`config.mk`:
```
export PLATFORM = sky130hd
export DESIGN_NAME = des_sbox_feed
export DESIGN_NICKNAME = d
export VERILOG_FILES = /design/src/rtl/des_sbox_feed.sv
export SDC_FILE = /design/constraint.sdc
export NUM_CORES = 1
export LEC_CHECK = 0
export ABC_AREA = 1
export CORE_MARGIN = 1.5
export CORE_UTILIZATION = 40
export CTS_CLUSTER_DIAMETER = 60
export DETAILED_ROUTE_END_ITERATION = 10
export HOLD_SLACK_MARGIN = 0.06
export PLACE_DENSITY = 0.61
export SYNTH_ARGS = -nofsm -noshare
export SYNTH_HDL_FRONTEND = slang
export SYNTH_SLANG_ARGS = --single-unit
```
`constraint.sdc`:
```
create_clock -name clk -period 1.95 [get_ports clk]
set_input_delay 0.585 -clock clk [delete_from_list [all_inputs] [get_ports clk]]
set_output_delay 0.585 -clock clk [all_outputs]
set_load 0.05 [all_outputs]
```
`src/rtl/des_sbox_feed.sv`:
```
// des_sbox_feed: iterative DES key schedule + E-expansion feeding S1..S8; DES_KEY_PARITY_CHECK_EN adds key_err
module des_sbox_feed #(
  parameter bit PIPE_THRU = 1'b1
) (
  input  logic        clk,
  input  logic        rst,
  input  logic        key_valid,
  input  logic [1:64] key,
  input  logic        start,
  input  logic        decrypt,
  output logic        busy,
  input  logic        r_valid,
  output logic        r_ready,
  input  logic [1:32] r_in,
  output logic        s_valid,
  input  logic        s_ready,
  output logic [1:48] s_out,
  output logic [4:0]  round_idx,
  output logic        last,
  output logic        done
`ifdef DES_KEY_PARITY_CHECK_EN
  ,
  output logic        key_err
`endif
);
  typedef enum logic {IDLE, RUN} state_t;
  localparam int PC1 [56] = '{57, 49, 41, 33, 25, 17, 9, 1, 58, 50, 42, 34, 26, 18,
                              10, 2, 59, 51, 43, 35, 27, 19, 11, 3, 60, 52, 44, 36,
                              63, 55, 47, 39, 31, 23, 15, 7, 62, 54, 46, 38, 30, 22,
                              14, 6, 61, 53, 45, 37, 29, 21, 13, 5, 28, 20, 12, 4};
  localparam int PC2 [48] = '{14, 17, 11, 24, 1, 5, 3, 28, 15, 6, 21, 10,
                              23, 19, 12, 4, 26, 8, 16, 7, 27, 20, 13, 2,
                              41, 52, 31, 37, 47, 55, 30, 40, 51, 45, 33, 48,
                              44, 49, 39, 56, 34, 53, 46, 42, 50, 36, 29, 32};
  localparam int ETAB [48] = '{32, 1, 2, 3, 4, 5, 4, 5, 6, 7, 8, 9,
                               8, 9, 10, 11, 12, 13, 12, 13, 14, 15, 16, 17,
                               16, 17, 18, 19, 20, 21, 20, 21, 22, 23, 24, 25,
                               24, 25, 26, 27, 28, 29, 28, 29, 30, 31, 32, 1};
  state_t      state, state_nx;
  logic [1:64] key_r, key_src;
  logic [1:56] pc1_v, cd_nx;
  logic [1:28] c, d, c_nx, d_nx;
  logic [1:48] k_cur, e_r;
  logic [4:0]  cnt, n;
  logic [1:0]  amt;
  logic [7:0]  odd;
  logic        dec, acc, fin, start_ok;
  function automatic logic [1:28] rot(input logic [1:28] x, input logic rr, input logic [1:0] a);
    return a == 2'd0 ? x :
           rr ? (a == 2'd1 ? {x[28], x[1:27]} : {x[27:28], x[1:26]}) :
                (a == 2'd1 ? {x[2:28], x[1]} : {x[3:28], x[1:2]});
  endfunction
  assign key_src = key_valid ? key : key_r;
  for (genvar i = 0; i < 56; i++) begin : g_pc1
    assign pc1_v[i+1] = key_src[PC1[i]];
  end
  for (genvar i = 0; i < 48; i++) begin : g_pc2_e
    assign k_cur[i+1] = cd_nx[PC2[i]];
    assign e_r[i+1]   = r_in[ETAB[i]];
  end
  for (genvar i = 0; i < 8; i++) begin : g_par
    assign odd[i] = ^key_src[8*i+1 +: 8];
  end
  // decrypt walks the encrypt shift table backwards, with no shift before its first round
  always_comb begin
    n   = dec ? 5'd18 - cnt : cnt;
    amt = (dec && cnt == 5'd1) ? 2'd0 :
          (n == 5'd1 || n == 5'd2 || n == 5'd9 || n == 5'd16) ? 2'd1 : 2'd2;
  end
  assign c_nx    = rot(c, dec, amt);
  assign d_nx    = rot(d, dec, amt);
  assign cd_nx   = {c_nx, d_nx};
  assign busy    = state == RUN;
  assign r_ready = state == RUN && cnt <= 5'd16 && (!s_valid || (PIPE_THRU && s_ready));
  assign acc     = r_valid && r_ready;
  assign last    = s_valid && round_idx == 5'd16;
  assign fin     = state == RUN && s_valid && s_ready && round_idx == 5'd16;
`ifdef DES_KEY_PARITY_CHECK_EN
  assign start_ok = !(key_valid ? ~&odd : key_err);
  always_ff @(posedge clk)
    if (rst) key_err <= 1'b0;
    else if (state == IDLE && key_valid) key_err <= ~&odd;
`else
  logic parity_unused;
  assign start_ok      = 1'b1;
  assign parity_unused = ^odd;
`endif
  always_comb begin
    state_nx = state;
    if (state == IDLE && start && start_ok) state_nx = RUN;
    if (fin) state_nx = IDLE;
  end
  always_ff @(posedge clk)
    state <= rst ? IDLE : state_nx;
  always_ff @(posedge clk) begin
    if (rst) begin
      key_r     <= '0;
      c         <= '0;
      d         <= '0;
      dec       <= 1'b0;
      cnt       <= '0;
      s_out     <= '0;
      s_valid   <= 1'b0;
      round_idx <= '0;
      done      <= 1'b0;
    end else begin
      done <= fin;
      if (state == IDLE && key_valid) key_r <= key;
      if (state == IDLE && start && start_ok) begin
        c   <= pc1_v[1:28];
        d   <= pc1_v[29:56];
        dec <= decrypt;
        cnt <= 5'd1;
      end
      if (acc) begin
        c         <= c_nx;
        d         <= d_nx;
        cnt       <= cnt + 5'd1;
        s_out     <= e_r ^ k_cur;
        s_valid   <= 1'b1;
        round_idx <= cnt;
      end else if (s_ready) s_valid <= 1'b0;
    end
  end
endmodule

```
==> results.json, run 1 <==
{
  "status": "finished with violations",
  "violations": "negative setup slack",
  "dp.cells": 2003,
  "synth_area_leaders": "dfxtp_1 (36%), nand2_1 (18%), nand3_1 (12%), nor2_1 (9.4%), o21ai_0 (5.8%)",
  "cp_slowest_stage_delay_ns": 0.35,
  "sequentialPowerShare": 0.380,
  "path_common_cell": "nand2_2",
  "met1_usage": 0.4108,
  "worstHoldStart": "key_r[15]",
  "synth_edf_count": 0,
  "initial_core_util": 0.4078,
  "p_int_uw": 6929,
  "clkPwrFrac": 0.329,
  "worstSetupPathType": "flip-flop to flip-flop",
  "finalNonFillerCells": 2045,
  "synth.most_common_cell": "nand2_1",
  "holdPathEnd": "key_r[15]",
  "grt_pass1_vias": 9378,
  "netlist_instances": 1530,
  "cts_buffers": 17,
  "cp_cell_sequence": "inv_2 > ha_4 > nand2_4 > nand2_2 > nand2_2 > nand2_1 > nor2_1 > nand3_1 > nand2_2 > nand2_4 > bufbuf_16 > nand2_2 > nand3_1 > nand3_1 > nand2_2 > o21ai_1 > inv_1",
  "ff2ff_setup_slack_ns": -0.37,
  "syn_nets": 1636,
  "syn_area_um2": 9572,
  "synth_warnings": 0,
  "holdCritPathClass": "flip-flop to flip-flop",
  "antenna_cells": 0,
  "rr_worst_depth": 17,
  "r2r-end": "c[23]",
  "drcViolationCount": 0,
  "clock.fmax_mhz": 431.2,
  "synthToLayoutAreaGrowth_pct": 45.95,
  "tightest_slew_ns": 0.7561,
  "post-route-period-util": 1.189,
  "ir_worst_vdd_v": 0.0005103,
  "critPathLaunchType": "flip-flop",
  "grt_setup_unrepaired": "true",
  "die_area_um2": 24870,
  "drtIter0Drc": 1267,
  "seq_area_frac_synth": 0.3639,
  "coreArea_um2": 23470,
  "yosysTopAreaCell": "dfxtp_1",
  "relSlewSlack": 0.4959,
  "max-cap-violations": 0,
  "grt_start_max_net_pins": 71,
  "worst_ep_required_time_ns": 2.28,
  "cts_tree": "done",
  "wl_per_cell_um": 16.91,
  "avgViaCountPerCell": 5.349,
  "synth_ff_type": "dfxtp_1",
  "maxSlewViolCount": 0,
  "p_sw_uw": 3716,
  "period_needed_ns": 2.319,
  "ctsHtreeMaxLevel": 4,
  "fin_nets": 1819,
  "vias": 10939,
  "cts_buffer_depth": 2,
  "grtUsageTotal": 0.2680,
  "die_y_um": 157.7,
  "power.leakage_uw": 0.006469,
  "cp.arrival_ns": 2.65,
  "drive_gt1_frac": 0.2752,
  "ys_ff_latch": 174,
  "drt-pass1-iter-count": 5,
  "top_usage_layer": "met1",
  "async_reset_ff_frac": 0,
  "num_rows": 56,
  "yosysUniqueCellTypes": 33,
  "reg2reg_from": "cnt[0]",
  "grt_overflow": 0,
  "use_met2": 0.3820,
  "synth_top_area_share": 0.3639,
  "grt_pass1_wl_um": 51370,
  "worst_slack_ns": -0.3692,
  "combPwrFrac": 0.291,
  "gp_congestion": 0.9235,
  "p_per_area_nw_per_um2": 762.0,
  "cts-root-buf": "clkbuf_16",
  "io_buffers": 152,
  "path_max_fanout": 11,
  "setup_viol": 106,
  "ios": 161,
  "antenna_found_initial": 1,
  "hpwl_um": 23190,
  "crit_path_end_kind": "flip-flop",
  "placedInstanceArea_um2": 12180,
  "grtUsageMet3": 0.04681,
  "syn_area_per_cell_um2": 6.256,
  "hold_buffers": 0,
  "clock-sinks": 174,
  "whs_path_depth": 2,
  "sw_frac_of_total": 0.3491,
  "hold_violations": 0,
  "fin_area_um2": 13970,
  "synthTopCellsByCount": "nand2_1 (452), nor2_1 (239), nand3_1 (233)",
  "clk_pin_slew_ns": 0.07,
  "critPathSlowestCell": "dfxtp_2",
  "routed_wl_um": 34570,
  "finalClockSkew_ns": 0.008987,
  "clock_latency_ns": 0.44,
  "pre_cts_ws_ns": -0.5915,
  "die_x_um": 157.7,
  "antenna_left": 0
}
[layout by cell type, fill, tap and decap left out, types with 5 or more instances in the layout]
master and count:
o21ai_2 26, buf_6 9, nor2_2 9, a21oi_1 14, nand2_1 344, o31ai_1 17
o21ai_1 22, mux2i_1 29, o21ai_0 101, nand3_2 91, buf_12 25, buf_4 133
dfxtp_1 168, inv_2 5, clkdlybuf4s50_1 92, nand2_2 62, nor2_1 229, inv_1 66
nand2_4 49, a211oi_1 10, dfxtp_2 5, nand3_1 140, o211ai_1 5, clkbuf_16 21
[how the worst max path moves through the flow]
stage	startpoint	endpoint	slack, ns	depth (start not counted)
final	cnt[0]	c[23]	-0.37	17
after CTS	cnt[2]	r_ready	-0.26	6
after floorplan	s_valid	last	-0.15	3
after global routing	cnt[0]	s_out[33]	-0.50	18
after global placement	s_ready	c[21]	-0.65	13
after detailed placement	s_ready	c[21]	-0.59	13
[logic make-up after synthesis]
group,Yosys count,share of synthesized area
multiplexers,29,0.03033
AO/OA/AOI/OAI,207,0.1186
buffers and inverters,178,0.08039
AND/OR/NAND/NOR,939,0.4029
adder cells (fa/ha/maj),3,0.003922
flip-flops,174,0.3639
[worst max-delay path: cells and delay by family, from the launching register on]
family / cells / cell delay [ns]
flip-flops: 1 / 0.35
adder cells (fa/ha/maj): 1 / 0.24
AO/OA/AOI/OAI: 1 / 0.14
AND/OR/NAND/NOR: 12 / 1.07
buffers and inverters: 3 / 0.40
[power by group through the flow]
stage | Clock, µW | Sequential [µW] | Combinational (µW)
floorplan | 0 | 4310 | 1330
global placement | 0 | 4090 | 2550
detailed placement | 0 | 4100 | 2560
CTS | 3550 | 4020 | 2680
global route | 3690 | 4080 | 3310
finish | 3500 | 4050 | 3100
[layout make-up]
class | instances | area [µm²]
clock inverters | 15 | 175.2
fillers | 2218 | 9503
inverters | 75 | 292.8
flip-flops and latches | 174 | 3493
repair buffers | 267 | 2683
clock buffers | 17 | 425.4
multi-input cells | 1178 | 6501
well taps | 319 | 399.1
[what timing repair did]
action / 4_1_cts / 5_1_grt
resized for setup: 84 / 182
hold endpoints to repair: 0 / 0
endpoints found under the setup margin: 108 / 108
setup buffers: 1 / 3
gates cloned: 1 / 5
pin swaps: 16 / 67
[layer usage]
layer  vias up  wire (µm)
met3        37       3074
met5         -          0
met2       450      14920
li1       5357          -
met4         0        451
met1      5095      16120
[registers in the layout, indices dropped and copies added (netlist names), 5 cells and up]
name	count
key_r	56
d	28
cnt	5
c	28
s_out	48
round_idx	5
[through the flow]
stage | hold slack (ns) | total power, µW | utilization | TNS [ns]
finish | 0.4620 | 10640 | 0.5951 | -28.58
global route | 0.4892 | 11080 | 0.5951 | -44.02
CTS | 0.4610 | 10250 | 0.5567 | -21.46
detailed placement | 0.4458 | 6659 | 0.5189 | -57.98
global placement | 0.4465 | 6641 | 0.5189 | -55.50
floorplan | 0.4344 | 5640 | - | -7.022
Note: power is estimated with default switching activity, not from simulation.
==> run 2: changes to the inputs <==
--- a/config.mk
+++ b/config.mk
@@ -10,7 +10,7 @@
 export CORE_UTILIZATION = 40
 export CTS_CLUSTER_DIAMETER = 60
 export DETAILED_ROUTE_END_ITERATION = 10
-export HOLD_SLACK_MARGIN = 0.06
+export HOLD_SLACK_MARGIN = 0.12
 export PLACE_DENSITY = 0.61
 export SYNTH_ARGS = -nofsm -noshare
 export SYNTH_HDL_FRONTEND = slang
==> results of run 2 <==
The final DEF is identical to that of run 1; final timing and power are the same.
